**src/rtl/sync_peak_search_pkg.sv**
```systemverilog
// Shared synchroniser definitions: peak-search FSM encoding and default datapath widths
// used by the correlator, peak search and FFT-window logic.
package sync_peak_search_pkg;

    localparam int SYNC_MAG_WIDTH        = 11;
    localparam int SYNC_GP_COUNTER_WIDTH = 8;

    typedef enum logic [1:0] {
        ST_IDLE   = 2'd0,
        ST_SEARCH = 2'd1,
        ST_DONE   = 2'd2
    } peak_state_t;

endpackage

```
**src/rtl/sync_peak_search_cmp.sv**
```systemverilog
// Combinational qualify/compare unit for the peak search: threshold test, tie rule and,
// with SYNC_PEAK_SECOND_EN defined, the runner-up compare.
module sync_peak_cmp
    import sync_peak_search_pkg::*;
#(
    parameter int MAG_WIDTH = SYNC_MAG_WIDTH,
    parameter bit TIE_LAST  = 1'b0
) (
    input  logic [MAG_WIDTH-1:0] i_mag,
    input  logic [MAG_WIDTH-1:0] i_threshold,
    input  logic [MAG_WIDTH-1:0] i_peak_mag,
    input  logic                 i_peak_valid,
`ifdef SYNC_PEAK_SECOND_EN
    input  logic [MAG_WIDTH-1:0] i_peak_mag2,
    output logic                 o_new_second,
`endif
    output logic                 o_new_peak
);

    logic w_meets;
    logic w_beats;

    always_comb begin
        w_meets    = (i_mag >= i_threshold);
        w_beats    = TIE_LAST ? (i_mag >= i_peak_mag) : (i_mag > i_peak_mag);
        o_new_peak = w_meets && (!i_peak_valid || w_beats);
`ifdef SYNC_PEAK_SECOND_EN
        // Runner-up only considered when the sample does not displace the primary peak.
        o_new_second = w_meets && !o_new_peak && (i_mag > i_peak_mag2) &&
                       (TIE_LAST ? (i_mag <= i_peak_mag) : (i_mag < i_peak_mag));
`endif
    end

endmodule

```
**src/rtl/sync_peak_search.sv**
```systemverilog
// Windowed max-magnitude search with threshold qualification for long-preamble timing.
// Optional second-peak tracking is enabled by defining SYNC_PEAK_SECOND_EN.
module sync_peak_search
    import sync_peak_search_pkg::*;
#(
    parameter int MAG_WIDTH        = SYNC_MAG_WIDTH,
    parameter int GP_COUNTER_WIDTH = SYNC_GP_COUNTER_WIDTH,
    parameter bit TIE_LAST         = 1'b0
) (
    input  logic                        CLK,
    input  logic                        s_RST,
    input  logic                        enable,
    input  logic                        start,
    input  logic [GP_COUNTER_WIDTH-1:0] win_len,
    input  logic [MAG_WIDTH-1:0]        threshold,
    input  logic [MAG_WIDTH-1:0]        Mag_Val,
    input  logic                        input_strobe,
    output logic [GP_COUNTER_WIDTH-1:0] Index,
    output logic [MAG_WIDTH-1:0]        Peak_Mag,
    output logic                        peak_valid,
    output logic                        done,
`ifdef SYNC_PEAK_SECOND_EN
    output logic [GP_COUNTER_WIDTH-1:0] Index2,
    output logic [MAG_WIDTH-1:0]        Peak_Mag2,
`endif
    output logic                        busy
);

    localparam logic [GP_COUNTER_WIDTH-1:0] CNT_ONE = GP_COUNTER_WIDTH'(1);

    peak_state_t                 r_state;
    peak_state_t                 w_state_next;
    logic [GP_COUNTER_WIDTH-1:0] r_win_len;
    logic [MAG_WIDTH-1:0]        r_threshold;
    logic [GP_COUNTER_WIDTH-1:0] r_count;
    logic [GP_COUNTER_WIDTH-1:0] r_index;
    logic [MAG_WIDTH-1:0]        r_peak_mag;
    logic                        r_peak_valid;
    logic                        r_done;
    logic                        w_new_peak;
    logic                        w_last;
`ifdef SYNC_PEAK_SECOND_EN
    logic [GP_COUNTER_WIDTH-1:0] r_index2;
    logic [MAG_WIDTH-1:0]        r_peak_mag2;
    logic                        w_new_second;
`endif

    sync_peak_cmp #(
        .MAG_WIDTH (MAG_WIDTH),
        .TIE_LAST  (TIE_LAST)
    ) u_cmp (
        .i_mag        (Mag_Val),
        .i_threshold  (r_threshold),
        .i_peak_mag   (r_peak_mag),
        .i_peak_valid (r_peak_valid),
`ifdef SYNC_PEAK_SECOND_EN
        .i_peak_mag2  (r_peak_mag2),
        .o_new_second (w_new_second),
`endif
        .o_new_peak   (w_new_peak)
    );

    // win_len of 0 wraps to all-ones, giving a full 2^GP_COUNTER_WIDTH window.
    assign w_last = (r_count == (r_win_len - CNT_ONE));

    always_comb begin
        w_state_next = r_state;
        case (r_state)
            ST_IDLE, ST_DONE: if (start) w_state_next = ST_SEARCH;
            ST_SEARCH:        if (!start && input_strobe && w_last) w_state_next = ST_DONE;
            default:          w_state_next = ST_IDLE;
        endcase
    end

    always_ff @(posedge CLK) begin
        if (s_RST || !enable) begin
            r_state      <= ST_IDLE;
            r_win_len    <= '0;
            r_threshold  <= '0;
            r_count      <= '0;
            r_index      <= '0;
            r_peak_mag   <= '0;
            r_peak_valid <= 1'b0;
            r_done       <= 1'b0;
`ifdef SYNC_PEAK_SECOND_EN
            r_index2     <= '0;
            r_peak_mag2  <= '0;
`endif
        end else begin
            r_state <= w_state_next;
            r_done  <= (r_state == ST_SEARCH) && (w_state_next == ST_DONE);
            // start always wins: it arms or restarts the window and drops any coincident strobe.
            if (start) begin
                r_win_len    <= win_len;
                r_threshold  <= threshold;
                r_count      <= '0;
                r_index      <= '0;
                r_peak_mag   <= '0;
                r_peak_valid <= 1'b0;
`ifdef SYNC_PEAK_SECOND_EN
                r_index2     <= '0;
                r_peak_mag2  <= '0;
`endif
            end else if ((r_state == ST_SEARCH) && input_strobe) begin
                r_count <= r_count + CNT_ONE;
                if (w_new_peak) begin
                    r_peak_mag   <= Mag_Val;
                    r_index      <= r_count;
                    r_peak_valid <= 1'b1;
`ifdef SYNC_PEAK_SECOND_EN
                    r_peak_mag2  <= r_peak_mag;
                    r_index2     <= r_index;
`endif
                end
`ifdef SYNC_PEAK_SECOND_EN
                else if (w_new_second) begin
                    r_peak_mag2 <= Mag_Val;
                    r_index2    <= r_count;
                end
`endif
            end
        end
    end

    assign Index      = r_index;
    assign Peak_Mag   = r_peak_mag;
    assign peak_valid = r_peak_valid;
    assign done       = r_done;
    assign busy       = (r_state == ST_SEARCH);
`ifdef SYNC_PEAK_SECOND_EN
    assign Index2     = r_index2;
    assign Peak_Mag2  = r_peak_mag2;
`endif

endmodule

```
**config.mk**
```make
export PLATFORM = sky130hd
export DESIGN_NAME = sync_peak_search
export DESIGN_NICKNAME = d
export VERILOG_FILES = /design/src/rtl/sync_peak_search_pkg.sv /design/src/rtl/sync_peak_search_cmp.sv /design/src/rtl/sync_peak_search.sv
export SDC_FILE = /design/constraint.sdc
export NUM_CORES = 1
export LEC_CHECK = 0
export BUFFER_PORTS_ARGS = -buffer_cell sky130_fd_sc_hd__buf_4
export CAP_MARGIN = 0
export CORE_ASPECT_RATIO = 1.75
export CORE_MARGIN = 3
export CORE_UTILIZATION = 40
export CTS_BUF_LIST = sky130_fd_sc_hd__clkbuf_4 sky130_fd_sc_hd__clkbuf_8 sky130_fd_sc_hd__clkbuf_16
export DETAILED_ROUTE_END_ITERATION = 10
export GPL_TIMING_DRIVEN = 0
export RECOVER_POWER = 50
export REMOVE_ABC_BUFFERS = 1
export SLEW_MARGIN = 20
export SYNTH_ARGS = -nofsm -noshare
export SYNTH_HDL_FRONTEND = slang
export SYNTH_SLANG_ARGS = --single-unit
```
**constraint.sdc**
```tcl
create_clock -name CLK -period 2.7 [get_ports CLK]
set_input_delay 0.405 -clock CLK [delete_from_list [all_inputs] [get_ports CLK]]
set_output_delay 0.405 -clock CLK [all_outputs]
set_load 0.05 [all_outputs]
```
# Word-level counts from Yosys, hierarchy flattened
# Index checks and enable logic that the tools add are counted.
# classes
n_eq_ne	4
reduce_logical	14
muxes	3
add_sub_neg	2
n_lt_le_gt_ge	2
# ops
cell	n
11-bit >= comparator	1
11-bit greater-than comparator	1
8-bit by 1-bit adder with 8-bit output (second input constant)	1
8-bit equality test	1
8-bit by 1-bit subtractor with 8-bit output (second input constant)	1
1-bit logical AND	5
2-bit equality test (second input constant)	2
2-bit 2-to-1 mux	2
2-bit case mux with 2 select lines	1
2-bit OR reduction	2
1-bit logical NOT	3
2-bit by 1-bit equality test with 1-bit output (second input constant)	1
2-bit logical NOT	1
1-bit logical OR	2
2-bit AND reduction	1
# word_totals
in_bits	35
output_inout_bits	22
elab_cells	33
reg_bits	50

# Depth between registers and ports, before layout
# Gate-level depths: netlist of run 1.
# logic_depth
depth_word	7
depth_mapped	10
mapped_depth_nobuf	8

# Cells and area by module
# A second synthesis of run 1 with hierarchy kept.
# unflattened
hier_cells	313
hier_area_um2	2628.8
# modules_own_cells
mod	area_each_um2	instances	seq_area_each_um2	cells_per_inst
sync_peak_search	2063.2	1	1001.0	238
sync_peak_cmp	565.5	1	0.0	75

# Least setup slack after synthesis of run 1
# No wires, ideal clock.
# synth_timing
kind	flip-flop to flip-flop
startpoint	register r_peak_mag[6], in the netlist Peak_Mag[6]
endpoint	register r_index[7], in the netlist Index[7]
setup_time_ps	72
synth_period_minus_slack_ps	2371
path_buffers	2
stages_incl_launch_ff	9
required_time_ps	2628
path_slack_ps	329
arrival_ps	2299
cell_sequence	dfxtp_1 inv_1 ha_1 nand4_1 o31ai_1 a311o_1 buf_2 buf_2 mux2i_1
# synth_between
elab_chain_len	4
# synth_lines
element	line_no	source
start, declared	sync_peak_search.sv:37	logic [MAG_WIDTH-1:0] r_peak_mag;
start signal, assigned	sync_peak_search.sv:107	r_peak_mag <= Mag_Val;
11-bit greater-than comparator	sync_peak_search_cmp.sv:25	w_beats = TIE_LAST ? (i_mag >= i_peak_mag) : (i_mag > i_peak_mag);
1-bit logical OR	sync_peak_search_cmp.sv:26	o_new_peak = w_meets && (!i_peak_valid || w_beats);
1-bit logical AND	sync_peak_search_cmp.sv:26	
2-bit AND reduction (no line)	n/a	
end signal, assigned	sync_peak_search.sv:108	r_index <= r_count;
end, declared	sync_peak_search.sv:36	logic [GP_COUNTER_WIDTH-1:0] r_index;
# No other way between the ends.
# A chain may end at the register's enable or synchronous reset.

# Final worst setup path of run 1
# layout_timing
startpoint	register r_threshold[0]
endpoint	register r_index[2], in the netlist Index[2]
# layout_between
elab_chain_len	3
# layout_lines
element	line_no	source
start, declared	sync_peak_search.sv:34	logic [MAG_WIDTH-1:0] r_threshold;
start signal, assigned	sync_peak_search.sv:95	r_threshold <= threshold;
11-bit >= comparator	sync_peak_search_cmp.sv:24	w_meets = (i_mag >= i_threshold);
1-bit logical AND	sync_peak_search_cmp.sv:26	
2-bit AND reduction (no line)	n/a	
# No other way between the ends.

==> results of run 1 <==
layer usage:
layer	global-route usage	up-vias	part of all wire
li1	-	1124	-
met1	0.1684	1015	0.38
met2	0.3038	48	0.55
met3	0.03438	9	0.043
met4	0.06242	0	0.023
met5	0	-	0
flip-flops by register name, indices dropped and copies added (netlist names):
signal / flops
r_count: 8
Index: 8
r_state: 2
Peak_Mag: 11
done: 1
peak_valid: 1
r_threshold: 11
r_win_len: 8
kinds of logic after synthesis:
kind of cell               share of synthesized area
and+or+nand+nor                               0.1858
DFF                                           0.3744
buffers and inverters                        0.05615
muxes                                         0.1460
AOI/OAI and AO/OA                            0.06646
adders and majority gates                     0.1123
xor gates and xnor gates                     0.05896
worst max-delay path, stage by stage (launching register included):
cell	delay, ps
dfxtp_1	320
ha_1	260
nand2b_1	140
a211oi_1	260
o221ai_1	180
a21oi_1	210
a311o_2	600
mux2i_1	250
report_power, final:
group	leakage, nW	internal [W]	switching, W
Clock	0.0431	0.000198	0.000235
Combinational	0.926	0.0000970	0.0000978
Sequential	0.405	0.000747	0.00000941
worst min path at each step:
stage	from	end	cells after the start
after floorplan	r_state[1]$_SDFF_PP0_	r_state[1]$_SDFF_PP0_	1
after global placement	Index[3]$_SDFFE_PP0P_	Index[3]$_SDFFE_PP0P_	2
after detailed placement	Index[7]$_SDFFE_PP0P_	Index[7]$_SDFFE_PP0P_	2
after CTS	win_len[3]	r_win_len[3]$_SDFFE_PP0P_	3
after global routing	Mag_Val[9]	Peak_Mag[9]$_SDFFE_PP0P_	3
final	threshold[10]	r_threshold[10]$_SDFFE_PP0P_	3
stage by stage:
step | hold WS (ps) | cell area [um^2] | util | setup slack [ps] | power (W)
2_1_floorplan | 449.4 | 2618 | - | 145.6 | 0.0008863
3_3_place_gp | 449.9 | 3138 | 0.4962 | -927.3 | 0.0009644
3_5_place_dp | 459.2 | 3174 | 0.5020 | 98.65 | 0.0009724
4_1_cts | 322.6 | 3257 | 0.5150 | 340.5 | 0.001416
5_1_grt | 347.3 | 3201 | 0.5061 | 235.2 | 0.001462
6_report | 336.2 | 3201 | 0.5061 | 400.6 | 0.001384
final cells by class:
class,count,share of cell area
inverter,25,0.02932
multi-input combinational,219,0.4785
timing repair buffer,57,0.1224
tap,80,0.03127
clock buffer,6,0.02580
sequential,50,0.3127
cell usage in the layout, fill, tap and decap left out, drive strengths merged, types with 4 or more instances in the layout:
cell type,instances
nand3,4
buf,41
mux2i,39
inv,25
nand4,4
nand2,49
xnor2,12
o21ai,5
clkbuf,22
dfxtp,50
a21oi,16
nor2,35
ha,24
xor2,6
==> impl_metrics.py, run 1 <==
metrics = {
    "die": {
        "die_h_um": 114.2,
        "start_util": 0.4228,
        "dieArea_um2": 7740,
        "fp-row-count": 38,
        "die_x_um": 67.81,
        "pin_count": 57,
        "core_area_um2": 6324,
    },
    "clocking": {
        "cts_resized": 0,
        "post_cts_buffers": 0,
        "cts_hold_buf": 0,
        "cts_sinks": 50,
        "root_buffer": "clkbuf_8",
        "cts_tree": "built",
        "cts_max_level": 2,
        "cts.path.max_buffers": 2,
        "clk_pin_slew_ps": 90,
        "insertion_delay_ps": 300,
        "cts_made_buffers": 5,
    },
    "sta": {
        "slew_violations": 0,
        "layout_min_cycle_time_ps": 2299,
        "grt_setup_unrepaired": "false",
        "fmax_mhz": 434.9,
        "period_share": 0.8516,
        "finalSetupViolCount": 0,
        "hold_viol_final": 0,
        "tns_ps": 0,
        "clock_skew_ps": 6.501,
        "tightest_slew_ps": 893.5,
        "max_slew_margin": 0.4043,
    },
    "routing": {
        "wire_per_inst_um": 13.14,
        "vias_per_cell": 5.025,
        "wl_um": 5742,
        "ant_nets": 0,
        "drtIter0Drc": 60,
        "drtPass1Iterations": 4,
        "drc": 0,
        "vias": 2196,
    },
    "global_route": {
        "grt_pass1_wl_um": 9611,
        "grt_pass1_vias": 2183,
        "antenna_found_initial": 0,
        "grt.overflow.total": 0,
        "grt.total_usage": 0.1623,
        "grt_max_degree": 28,
    },
    "worst_setup_path": {
        "startpoint": "r_threshold[0]$_SDFFE_PP0P_",
        "r2r_slack_ps": 400,
        "start_kind": "register",
        "critPathRequiredTime_ps": 2930,
        "reg2regPathDepth": 7,
        "cp.arrival_ps": 2530,
        "cp_max_fo": 19,
        "crit_end": "Index[2]$_SDFFE_PP0P_",
        "crit-reg2reg-launch": "r_threshold[0]$_SDFFE_PP0P_",
        "endpoint_kind": "register",
        "timing.rr.end": "Index[2]$_SDFFE_PP0P_",
        "critPathKind": "reg2reg",
    },
    "placement": {
        "io_buffers": 56,
        "routabilityCongestion": 0.8423,
        "dp_cells": 431,
        "dp_hpwl_um": 4409,
    },
    "yosys": {
        "synth-edff-count": 0,
        "synth_area_um2": 2674,
        "yosysWarnings": 0,
        "synth_top_cells_by_area": "dfxtp_1 (37%), mux2i_1 (15%), ha_1 (11%)",
        "yosysTopAreaCellShare": 0.3744,
        "yosysTopAreaCell": "dfxtp_1",
        "async_flop_share": 0,
        "ys.flop_type": "dfxtp_1",
        "ys_top_cells_by_count": "dfxtp_1 (50), nand2_1 (49), mux2i_1 (39)",
        "synth.most_common_cell": "dfxtp_1",
        "syn_avg_cell_area_um2": 8.681,
        "seq_area_frac_synth": 0.3744,
        "synth-seq-cells": 50,
        "synth.distinct_cells": 38,
        "syn_inst": 308,
    },
    "cells_and_area": {
        "num_antenna_cells": 0,
        "fin_nets": 417,
        "syn_to_final_growth_pct": 19.70,
        "final_layout_size_suffix_gt1_frac": 0.1485,
        "instances_no_fill": 437,
        "seqCellArea_um2": 1001,
        "multi_input_area_um2": 1531,
        "fillers": 641,
    },
    "flow_run": {
        "drv_cap": 0,
    },
    "power_and_ir_drop": {
        "ir_drop_v": 0.0003217,
        "power.density_nw_per_um2": 432.6,
        "p_leak_nw": 1.373,
    },
    "min_path": {
        "min_path_type": "in2reg",
    },
    "outcome": {
        "status": "finished, final reports clean",
    },
}
Power figures use the tool's default switching activity.
==> run 2: changes to the inputs <==
- CORE_ASPECT_RATIO: 1.75 -> default
==> impl_metrics.py, run 2 (synthesis gave the netlist of run 1 again) <==
metrics = {
    "worst_setup_path": {
        "critPathRequiredTime_ps": 2920,
        "path_delay_family": "compound AO/OA/AOI/OAI gates",
        "startpoint": "r_threshold[0]$_SDFFE_PP0P_",
        "crit-reg2reg-launch": "r_threshold[0]$_SDFFE_PP0P_",
        "cp_max_fo": 19,
        "start_kind": "register",
        "critPathSlowestCell": "a311o_2",
        "crit_cells": 7,
        "reg2regPathDepth": 7,
        "crit_chain": "ha_1, nand2b_1, a211oi_1, o221ai_1, a21oi_1, a311o_2, mux2i_1",
        "timing.rr.end": "Peak_Mag[3]$_SDFFE_PP0P_",
        "cp_num_buf_inv": 0,
        "slowest_delay_ps": 570,
        "cp.arrival_ps": 2490,
        "r2r_slack_ps": 430,
        "critPathKind": "reg2reg",
        "crit_end": "Peak_Mag[3]$_SDFFE_PP0P_",
        "endpoint_kind": "register",
    },
    "sta": {
        "fmax_mhz": 440.1,
        "clock_skew_ps": 6.199,
        "hold_ws_ps": 345.6,
        "grt_setup_unrepaired": "false",
        "period_share": 0.8415,
        "tightest_slew_ps": 894.7,
        "slew_violations": 0,
        "hold_viol_final": 0,
        "layout_min_cycle_time_ps": 2272,
        "max_slew_margin": 0.4035,
        "finalSetupViolCount": 0,
    },
    "power_and_ir_drop": {
        "p_leak_nw": 1.382,
        "ir_drop_v": 0.0002192,
        "power.density_nw_per_um2": 438.0,
    },
    "min_path": {
        "holdCritStartpoint": "threshold[6]",
        "min_path_type": "in2reg",
    },
    "cells_and_area": {
        "final_cell_mix": "dfxtp_1 (50), nand2_1 (49), buf_4 (40), mux2i_1 (39), nor2_1 (34)",
        "fin_nets": 417,
        "final_common_cell": "dfxtp_1",
        "syn_to_final_growth_pct": 20.03,
        "final_util": 0.4997,
        "final_layout_size_suffix_gt1_frac": 0.1532,
        "num_antenna_cells": 0,
    },
    "outcome": {
        "status": "finished, final reports clean",
    },
    "clocking": {
        "root_buffer": "clkbuf_8",
        "cts.path.max_buffers": 2,
        "clk_pin_slew_ps": 90,
        "cts_resized": 0,
        "cts_hold_buf": 0,
        "cts_max_level": 2,
        "cts_made_buffers": 5,
        "cts_sinks": 50,
        "post_cts_buffers": 0,
        "cts_tree": "built",
        "insertion_delay_ps": 290,
    },
    "routing": {
        "wire_per_inst_um": 12.36,
        "vias": 2114,
        "wl_um": 5388,
        "drtPass1Iterations": 4,
        "drtIter0Drc": 58,
        "vias_per_cell": 4.849,
        "drc": 0,
        "ant_nets": 0,
    },
    "global_route": {
        "grt_pass1_wl_um": 9087,
        "grt_max_degree": 25,
        "grt.overflow.total": 0,
        "grt.total_usage": 0.1462,
        "grt_pass1_vias": 2000,
        "antenna_found_initial": 0,
    },
    "placement": {
        "routabilityCongestion": 0.7610,
        "dp_hpwl_um": 4122,
        "io_buffers": 56,
    },
    "die": {
        "dieArea_um2": 7702,
        "die_x_um": 87.76,
        "core_area_um2": 6422,
        "start_util": 0.4163,
        "fp-row-count": 29,
        "die_h_um": 87.76,
        "pin_count": 57,
    },
    "flow_run": {
        "drv_cap": 0,
    },
}
==> run 2: how the worst min path moves through the flow <==
| stage | endpoint | slack [ps] | cells after the start |
|---|---|---|---|
| 2_1_floorplan | r_state[1]$_SDFF_PP0_ | 450 | 1 |
| 3_3_place_gp | Index[0]$_SDFFE_PP0P_ | 450 | 2 |
| 3_5_place_dp | Index[4]$_SDFFE_PP0P_ | 450 | 2 |
| 4_1_cts | r_win_len[0]$_SDFFE_PP0P_ | 330 | 3 |
| 5_1_grt | r_threshold[6]$_SDFFE_PP0P_ | 350 | 3 |
| 6_report | r_threshold[6]$_SDFFE_PP0P_ | 350 | 3 |
==> run 2: tightest hold or removal path, delay by kind of cell <==
kind	cells	cell delay [ps]
simple gates	1	70
buf+inv	1	80
mux	1	50
==> run 2: per-stage QoR <==
stage,std cells,total power [W],setup TNS (ps),worst slack [ps],instance area [um^2]
after global placement,427,0.0009619,-15410,-752.6,3134
final,436,0.001406,0,427.9,3209
after CTS,436,0.001433,0,412.9,3266
after detailed placement,428,0.0009707,0,170.0,3171
after floorplan,294,0.0008863,0,145.6,2618
after global routing,436,0.001484,0,217.4,3209
==> run 2: layer usage <==
| metal | wire length, um | vias up | GRT usage |
|---|---|---|---|
| li1 | - | 1133 | - |
| met1 | 2778 | 938 | 0.1985 |
| met2 | 2365 | 41 | 0.2404 |
| met3 | 205 | 2 | 0.02540 |
| met4 | 39 | 0 | 0.03766 |
| met5 | 0 | - | 0 |
==> run 2: area by class of cell <==
type / count / area [um^2]
Inverter: 25 / 93.84
Clock inverter: 1 / 5.005
Sequential cell: 50 / 1001
Clock buffer: 7 / 90.09
Tap cell: 77 / 96.34
Timing Repair Buffer: 57 / 391.6
Multi-Input combinational cell: 219 / 1531
Fill cell: 626 / 3213
==> run 2: report_power, final <==
| group | leakage, nW | internal (W) | total [W] | switching, W |
|---|---|---|---|---|
| Sequential | 0.405 | 0.000748 | 0.000757 | 0.00000964 |
| Combinational | 0.926 | 0.0000971 | 0.000194 | 0.0000969 |
| Clock | 0.0517 | 0.000217 | 0.000455 | 0.000237 |
